$ cat config.mk
export PLATFORM = sky130hd
export DESIGN_NAME = instr_fetch_unit
export DESIGN_NICKNAME = d
export VERILOG_FILES = /design/src/rtl/instr_fetch_unit_pkg.sv /design/src/rtl/fetch_pc_reg.sv /design/src/rtl/instr_fetch_unit.sv
export SDC_FILE = /design/constraint.sdc
export NUM_CORES = 1
export LEC_CHECK = 0
export CAP_MARGIN = 40
export CELL_PAD_IN_SITES_DETAIL_PLACEMENT = 0
export CELL_PAD_IN_SITES_GLOBAL_PLACEMENT = 1
export CORE_MARGIN = 5
export CORE_UTILIZATION = 36
export DETAILED_ROUTE_END_ITERATION = 8
export PLACE_DENSITY_LB_ADDON = 0.05
export SETUP_SLACK_MARGIN = 0.02
export SYNTH_ARGS = -nofsm -noshare
export SYNTH_HDL_FRONTEND = slang
export SYNTH_SLANG_ARGS = --single-unit
$ cat constraint.sdc
create_clock -name clk -period 2.5 [get_ports clk]
set_input_delay 0.25 -clock clk [delete_from_list [all_inputs] [get_ports clk]]
set_output_delay 0.25 -clock clk [all_outputs]
set_load 0.02 [all_outputs]
$ cat src/rtl/instr_fetch_unit_pkg.sv
// Shared definitions for the instruction fetch stage: state encoding,
// reset PC default and word-alignment helpers.
package instr_fetch_unit_pkg;

  typedef enum logic {
    FETCH = 1'b0,
    HOLD  = 1'b1
  } fetch_state_t;

  localparam logic [31:0] RESET_PC_DEFAULT = 32'h0000_0000;
  localparam logic [31:0] WORD_MASK        = 32'hFFFF_FFFC;

  function automatic logic [31:0] align_word(input logic [31:0] addr);
    return addr & WORD_MASK;
  endfunction

endpackage

$ cat src/rtl/fetch_pc_reg.sv
// Program counter register with next-PC select: redirect beats sequential
// advance, otherwise the PC holds.
module fetch_pc_reg
  import instr_fetch_unit_pkg::*;
#(
  parameter logic [31:0] RESET_PC = RESET_PC_DEFAULT
) (
  input  logic        clk,
  input  logic        reset,
  input  logic        redirect,
  input  logic [31:0] target,
  input  logic        advance,
  input  logic [31:0] seq_pc,
  output logic [31:0] pc,
  output logic [31:0] pc_next
);

  logic [31:0] pc_r;

  // Next-PC select; redirect wins over the sequential increment.
  always_comb begin
    pc_next = pc_r;
    if (redirect) begin
      pc_next = align_word(target);
    end else if (advance) begin
      pc_next = seq_pc;
    end else begin
      pc_next = pc_r;
    end
  end

  // PC state register.
  always_ff @(posedge clk or negedge reset) begin
    if (!reset) begin
      pc_r <= RESET_PC;
    end else begin
      pc_r <= pc_next;
    end
  end

  assign pc = pc_r;

endmodule

$ cat src/rtl/instr_fetch_unit.sv
// Multicycle fetch stage: issues word reads, holds the returned word for
// control, and drops wrong-path responses after a redirect.
module instr_fetch_unit
  import instr_fetch_unit_pkg::*;
#(
  parameter logic [31:0] RESET_PC = RESET_PC_DEFAULT,
  parameter int          CNT_W    = 16
) (
  input  logic             clk,
  input  logic             reset,
  output logic             mem_req,
  output logic [31:0]      mem_addr,
  input  logic [31:0]      mem_rdata,
  input  logic             mem_ready,
  output logic             instr_valid,
  input  logic             instr_ready,
  output logic [31:0]      instr,
  output logic [31:0]      instr_pc,
  output logic [31:0]      pc_plus4,
  input  logic             redirect_valid,
  input  logic [31:0]      redirect_target,
  output logic             addr_err,
  output logic [CNT_W-1:0] instr_count
);

  fetch_state_t     state_r, state_next;
  logic             flush_r, flush_next;
  logic             mem_req_r;
  logic [31:0]      mem_addr_r;
  logic [31:0]      instr_r;
  logic [31:0]      instr_pc_r;
  logic             addr_err_r;
  logic [CNT_W-1:0] cnt_r;
  logic [31:0]      pc_s;
  logic [31:0]      pc_next_s;
  logic             mem_fire_s;
  logic             accept_s;
  logic             capture_s;

  assign mem_fire_s = mem_req_r & mem_ready;
  assign accept_s   = (state_r == HOLD) & instr_ready;
  assign capture_s  = (state_r == FETCH) & mem_fire_s & ~flush_r & ~redirect_valid;

  fetch_pc_reg #(.RESET_PC(RESET_PC)) u_pc (
    .clk     (clk),
    .reset   (reset),
    .redirect(redirect_valid),
    .target  (redirect_target),
    .advance (accept_s),
    .seq_pc  (pc_plus4),
    .pc      (pc_s),
    .pc_next (pc_next_s)
  );

  // Next state and wrong-path flush tracking.
  always_comb begin
    state_next = state_r;
    flush_next = flush_r;
    case (state_r)
      FETCH: begin
        if (mem_fire_s) begin
          flush_next = 1'b0;
          if (capture_s) state_next = HOLD;
          else           state_next = FETCH;
        end else if (redirect_valid && mem_req_r) begin
          flush_next = 1'b1;
        end else begin
          flush_next = flush_r;
        end
      end
      HOLD: begin
        if (accept_s || redirect_valid) state_next = FETCH;
        else                            state_next = HOLD;
      end
      default: begin
        state_next = FETCH;
        flush_next = 1'b0;
      end
    endcase
  end

  // Registered state, request, instruction register and status.
  always_ff @(posedge clk or negedge reset) begin
    if (!reset) begin
      state_r    <= FETCH;
      flush_r    <= 1'b0;
      mem_req_r  <= 1'b0;
      mem_addr_r <= RESET_PC;
      instr_r    <= 32'h0000_0000;
      instr_pc_r <= 32'h0000_0000;
      addr_err_r <= 1'b0;
      cnt_r      <= {CNT_W{1'b0}};
    end else begin
      state_r   <= state_next;
      flush_r   <= flush_next;
      mem_req_r <= (state_next == FETCH);
      // An in-flight request keeps its address until the memory answers.
      if (!mem_req_r || mem_ready) mem_addr_r <= pc_next_s;
      else                         mem_addr_r <= mem_addr_r;
      if (capture_s) begin
        instr_r    <= mem_rdata;
        instr_pc_r <= pc_s;
      end else begin
        instr_r    <= instr_r;
        instr_pc_r <= instr_pc_r;
      end
      if (redirect_valid && (redirect_target[1:0] != 2'b00)) addr_err_r <= 1'b1;
      else                                                   addr_err_r <= addr_err_r;
      if (accept_s && (cnt_r != {CNT_W{1'b1}})) cnt_r <= cnt_r + {{(CNT_W-1){1'b0}}, 1'b1};
      else                                      cnt_r <= cnt_r;
    end
  end

  assign mem_req     = mem_req_r;
  assign mem_addr    = mem_addr_r;
  assign instr_valid = (state_r == HOLD);
  assign instr       = instr_r;
  assign instr_pc    = instr_pc_r;
  assign pc_plus4    = instr_pc_r + 32'd4;
  assign addr_err    = addr_err_r;
  assign instr_count = cnt_r;

endmodule

==> impl_metrics.env <==
export IMPL_status="finished, final reports clean"
export IMPL_r2r_cells=7
export IMPL_layout_commonest_cell="clkdlybuf4s50_1"
export IMPL_final_max_slew_viol_count=0
export IMPL_power_leakage_nw=4.467
export IMPL_setup_violations=0
export IMPL_antenna_cells=0
export IMPL_cts_made_buffers=17
export IMPL_fin_nets=933
export IMPL_yosysWarningCount=0
export IMPL_power_density_nw_per_um2=1103
export IMPL_fp_dieW_um=147.7
export IMPL_post_dp_hpwl_um=15520
export IMPL_worstSetupPathType="reg -> out"
export IMPL_fin_crit_ns=2.417
export IMPL_io_pins=216
export IMPL_highest_layer="met4"
export IMPL_rows=50
export IMPL_design_area_um2=10260
export IMPL_synth_cells=599
export IMPL_routedWlPerCell_um=19.09
export IMPL_die_h_um=147.7
export IMPL_clockBufferDepth=2
export IMPL_required_ns=2.25
export IMPL_hp_class="in -> async"
export IMPL_crit_path_end_kind="output port"
export IMPL_die_area_um2=21820
export IMPL_grt_max_degree=78
export IMPL_area_delta_synth_final_pct=50.21
export IMPL_path_max_fanout=11
export IMPL_met3_length_um=1277
export IMPL_grt_antenna_before_repair=0
export IMPL_synth_edff_count=0
export IMPL_drc=0
export IMPL_fin_skew_ns=0.008853
export IMPL_post_dp_cell_area_um2=9641
export IMPL_globalRouteTotalUtil_pct=19.37
export IMPL_num_vias=5682
export IMPL_ir_worst_vdd_v=0.0005188
export IMPL_crit_start="instr_pc[2]"
export IMPL_synth_top_area_share_pct=54.24
export IMPL_drt_iter0_markers=311
export IMPL_drt_first_pass_iters=4
export IMPL_root_buffer="clkbuf_16"
export IMPL_ys_types=59
export IMPL_ant_nets=0
export IMPL_ys_seq_area_share_pct=54.24
export IMPL_whs_ns=0.1901
export IMPL_worst_ep_arrival_time_ns=2.17
export IMPL_syn_area_um2=6828
export IMPL_seq_area_um2=3704
export IMPL_cts_sinks=148
export IMPL_htreeDepth=4
export IMPL_layout_common_cells="clkdlybuf4s50_1, dfrtp_1, mux2_2"
export IMPL_r2r_setup_slack_ns=0.37
export IMPL_drv_cap=0
export IMPL_syn_nets=670
export IMPL_cts_tree="built"
export IMPL_period_share_pct=96.69
export IMPL_clkLatencyLatePin_ns=0.42
export IMPL_synth_area_leaders="dfrtp_1, mux2_2, xnor2_1"
export IMPL_syn_area_per_cell_um2=11.40
export IMPL_r2r_end="mem_addr[26]"
export IMPL_ys_flop_type="dfrtp_1"
export IMPL_gp_congestion=0.8359
export IMPL_drive_above_1_share_pct=24.03
export IMPL_multi_input_area_um2=3055
export IMPL_setup_worst_path_end="pc_plus4[22]"
export IMPL_fill_cells=1665
export IMPL_overflow=0
export IMPL_worst_pin_slew_ns=0.7196
export IMPL_wl_met1_um=9157
export IMPL_initial_core_util_pct=36.50
export IMPL_slew_headroom_pct=51.97
export IMPL_clk_pin_slew_worst_paths_ns=0.06
export IMPL_dr_wl_met2_um=10490
export IMPL_core_area_um2=18710
export IMPL_rsz0062_at_grt="true"
export IMPL_vias_per_cell=5.128
export IMPL_hold_viol_final=0
export IMPL_routed_wl_um=21150
export IMPL_cp_start_kind="flip-flop"
export IMPL_ys_ff_latch=148
export IMPL_synth_area_leader_cell="dfrtp_1"
export IMPL_setup_tns_final_ns=0
export IMPL_grt_pass1_vias=6051
export IMPL_async_flop_share_pct=100.0
export IMPL_port_buffers=215
export IMPL_r2r_start="instr_pc[2]"
export IMPL_grt_pass1_wl_um=33420
export IMPL_max_freq_mhz=413.7
per-stage QoR:
step / power [mW] / setup slack (ns) / cells / util, %
finish: 11.31 / 0.08284 / 1108 / 54.83
global route: 11.92 / -0.05128 / 1108 / 54.83
CTS: 11.42 / -0.06651 / 1107 / 54.77
detailed placement: 9.028 / -0.06762 / 1074 / 51.54
global placement: 8.976 / -0.03943 / 1074 / 51.54
floorplan: 6.067 / 0.1842 / 599 / -
area by class of cell:
cell class / count / area share [%]
clock inverter: 11 / 1.013
sequential: 148 / 36.11
timing repair buffer: 276 / 25.44
clock buffer: 20 / 4.355
tap: 234 / 2.855
multi-input combinational: 407 / 29.79
inverter: 12 / 0.4392
worst min-delay path by stage:
stage | startpoint | endpoint | slack, ns
after floorplan | reset | addr_err | -0.05
after global placement | reset | mem_addr[28] | 0.05
after detailed placement | reset | mem_addr[25] | 0.05
after CTS | reset | mem_addr[25] | 0.18
after global routing | reset | mem_addr[28] | 0.17
final | reset | mem_addr[25] | 0.19
power by group:
group / internal (mW) / switching, mW
sequential: 3.09 / 0.505
clock: 1.39 / 1.02
combinational: 2.59 / 2.71
total: 7.08 / 4.23
routing by layer:
| metal | up-vias | global-route usage (%) |
|---|---|---|
| li1 | 2672 | - |
| met1 | 2834 | 24.92 |
| met2 | 157 | 32.44 |
| met3 | 19 | 5.549 |
| met4 | 0 | 4.613 |
| met5 | - | 0 |
state kept, by name, indices dropped and copies added (netlist names):
register	flops
instr_pc	32
flush_r	1
mem_req	1
addr_err	1
instr_count	16
u_pc.pc	32
mem_addr	32
instr_valid	1
instr	32
synthesized netlist by cell type, drive strengths merged, types with 2 or more instances:
| library cell | count |
|---|---|
| nor2 | 38 |
| nand4 | 15 |
| xor2 | 18 |
| o211ai | 4 |
| and2 | 6 |
| nor3 | 7 |
| inv | 12 |
| or3 | 5 |
| a21bo | 2 |
| clkbuf | 26 |
| nand3 | 20 |
| nand3b | 3 |
| ha | 2 |
| nand2 | 54 |
| nor4 | 4 |
| a21oi | 16 |
| and3 | 18 |
| and4 | 7 |
| a31oi | 8 |
| or4 | 3 |
| mux2i | 6 |
| nand2b | 3 |
| nor2b | 3 |
| nor4b | 2 |
| o21a | 2 |
| a22oi | 5 |
| xnor2 | 24 |
| buf | 6 |
| o21ai | 24 |
| dfrtp | 148 |
| a221o | 10 |
| mux2 | 80 |
critical path, cell delays in order (launching register included):
cell and delay (ns):
dfrtp_1 0.36, ha_1 0.17, and2_4 0.16, nand4_4 0.13, buf_8 0.18, nor2_1 0.18, xnor2_2 0.17, inv_1 0.08
dlygate4sd2_1 0.32
logic make-up after synthesis:
kind of cell / share of synthesized area [%]
and+or+nand+nor: 14.92
DFF: 54.24
muxes: 14.07
AOI/OAI and AO/OA: 8.430
buffers and inverters: 2.584
xor gates and xnor gates: 5.388
adders and majority gates: 0.3664
what timing repair did:
action / CTS / global route
endpoints found under the hold margin: 148 / 0
setup endpoints to repair: 24 / 16
setup buffers: 1 / 1
hold buffers: 1 / 0
pin swaps: 3 / 6
gates resized for setup: 56 / 25
(Power assumes the default switching activity.)
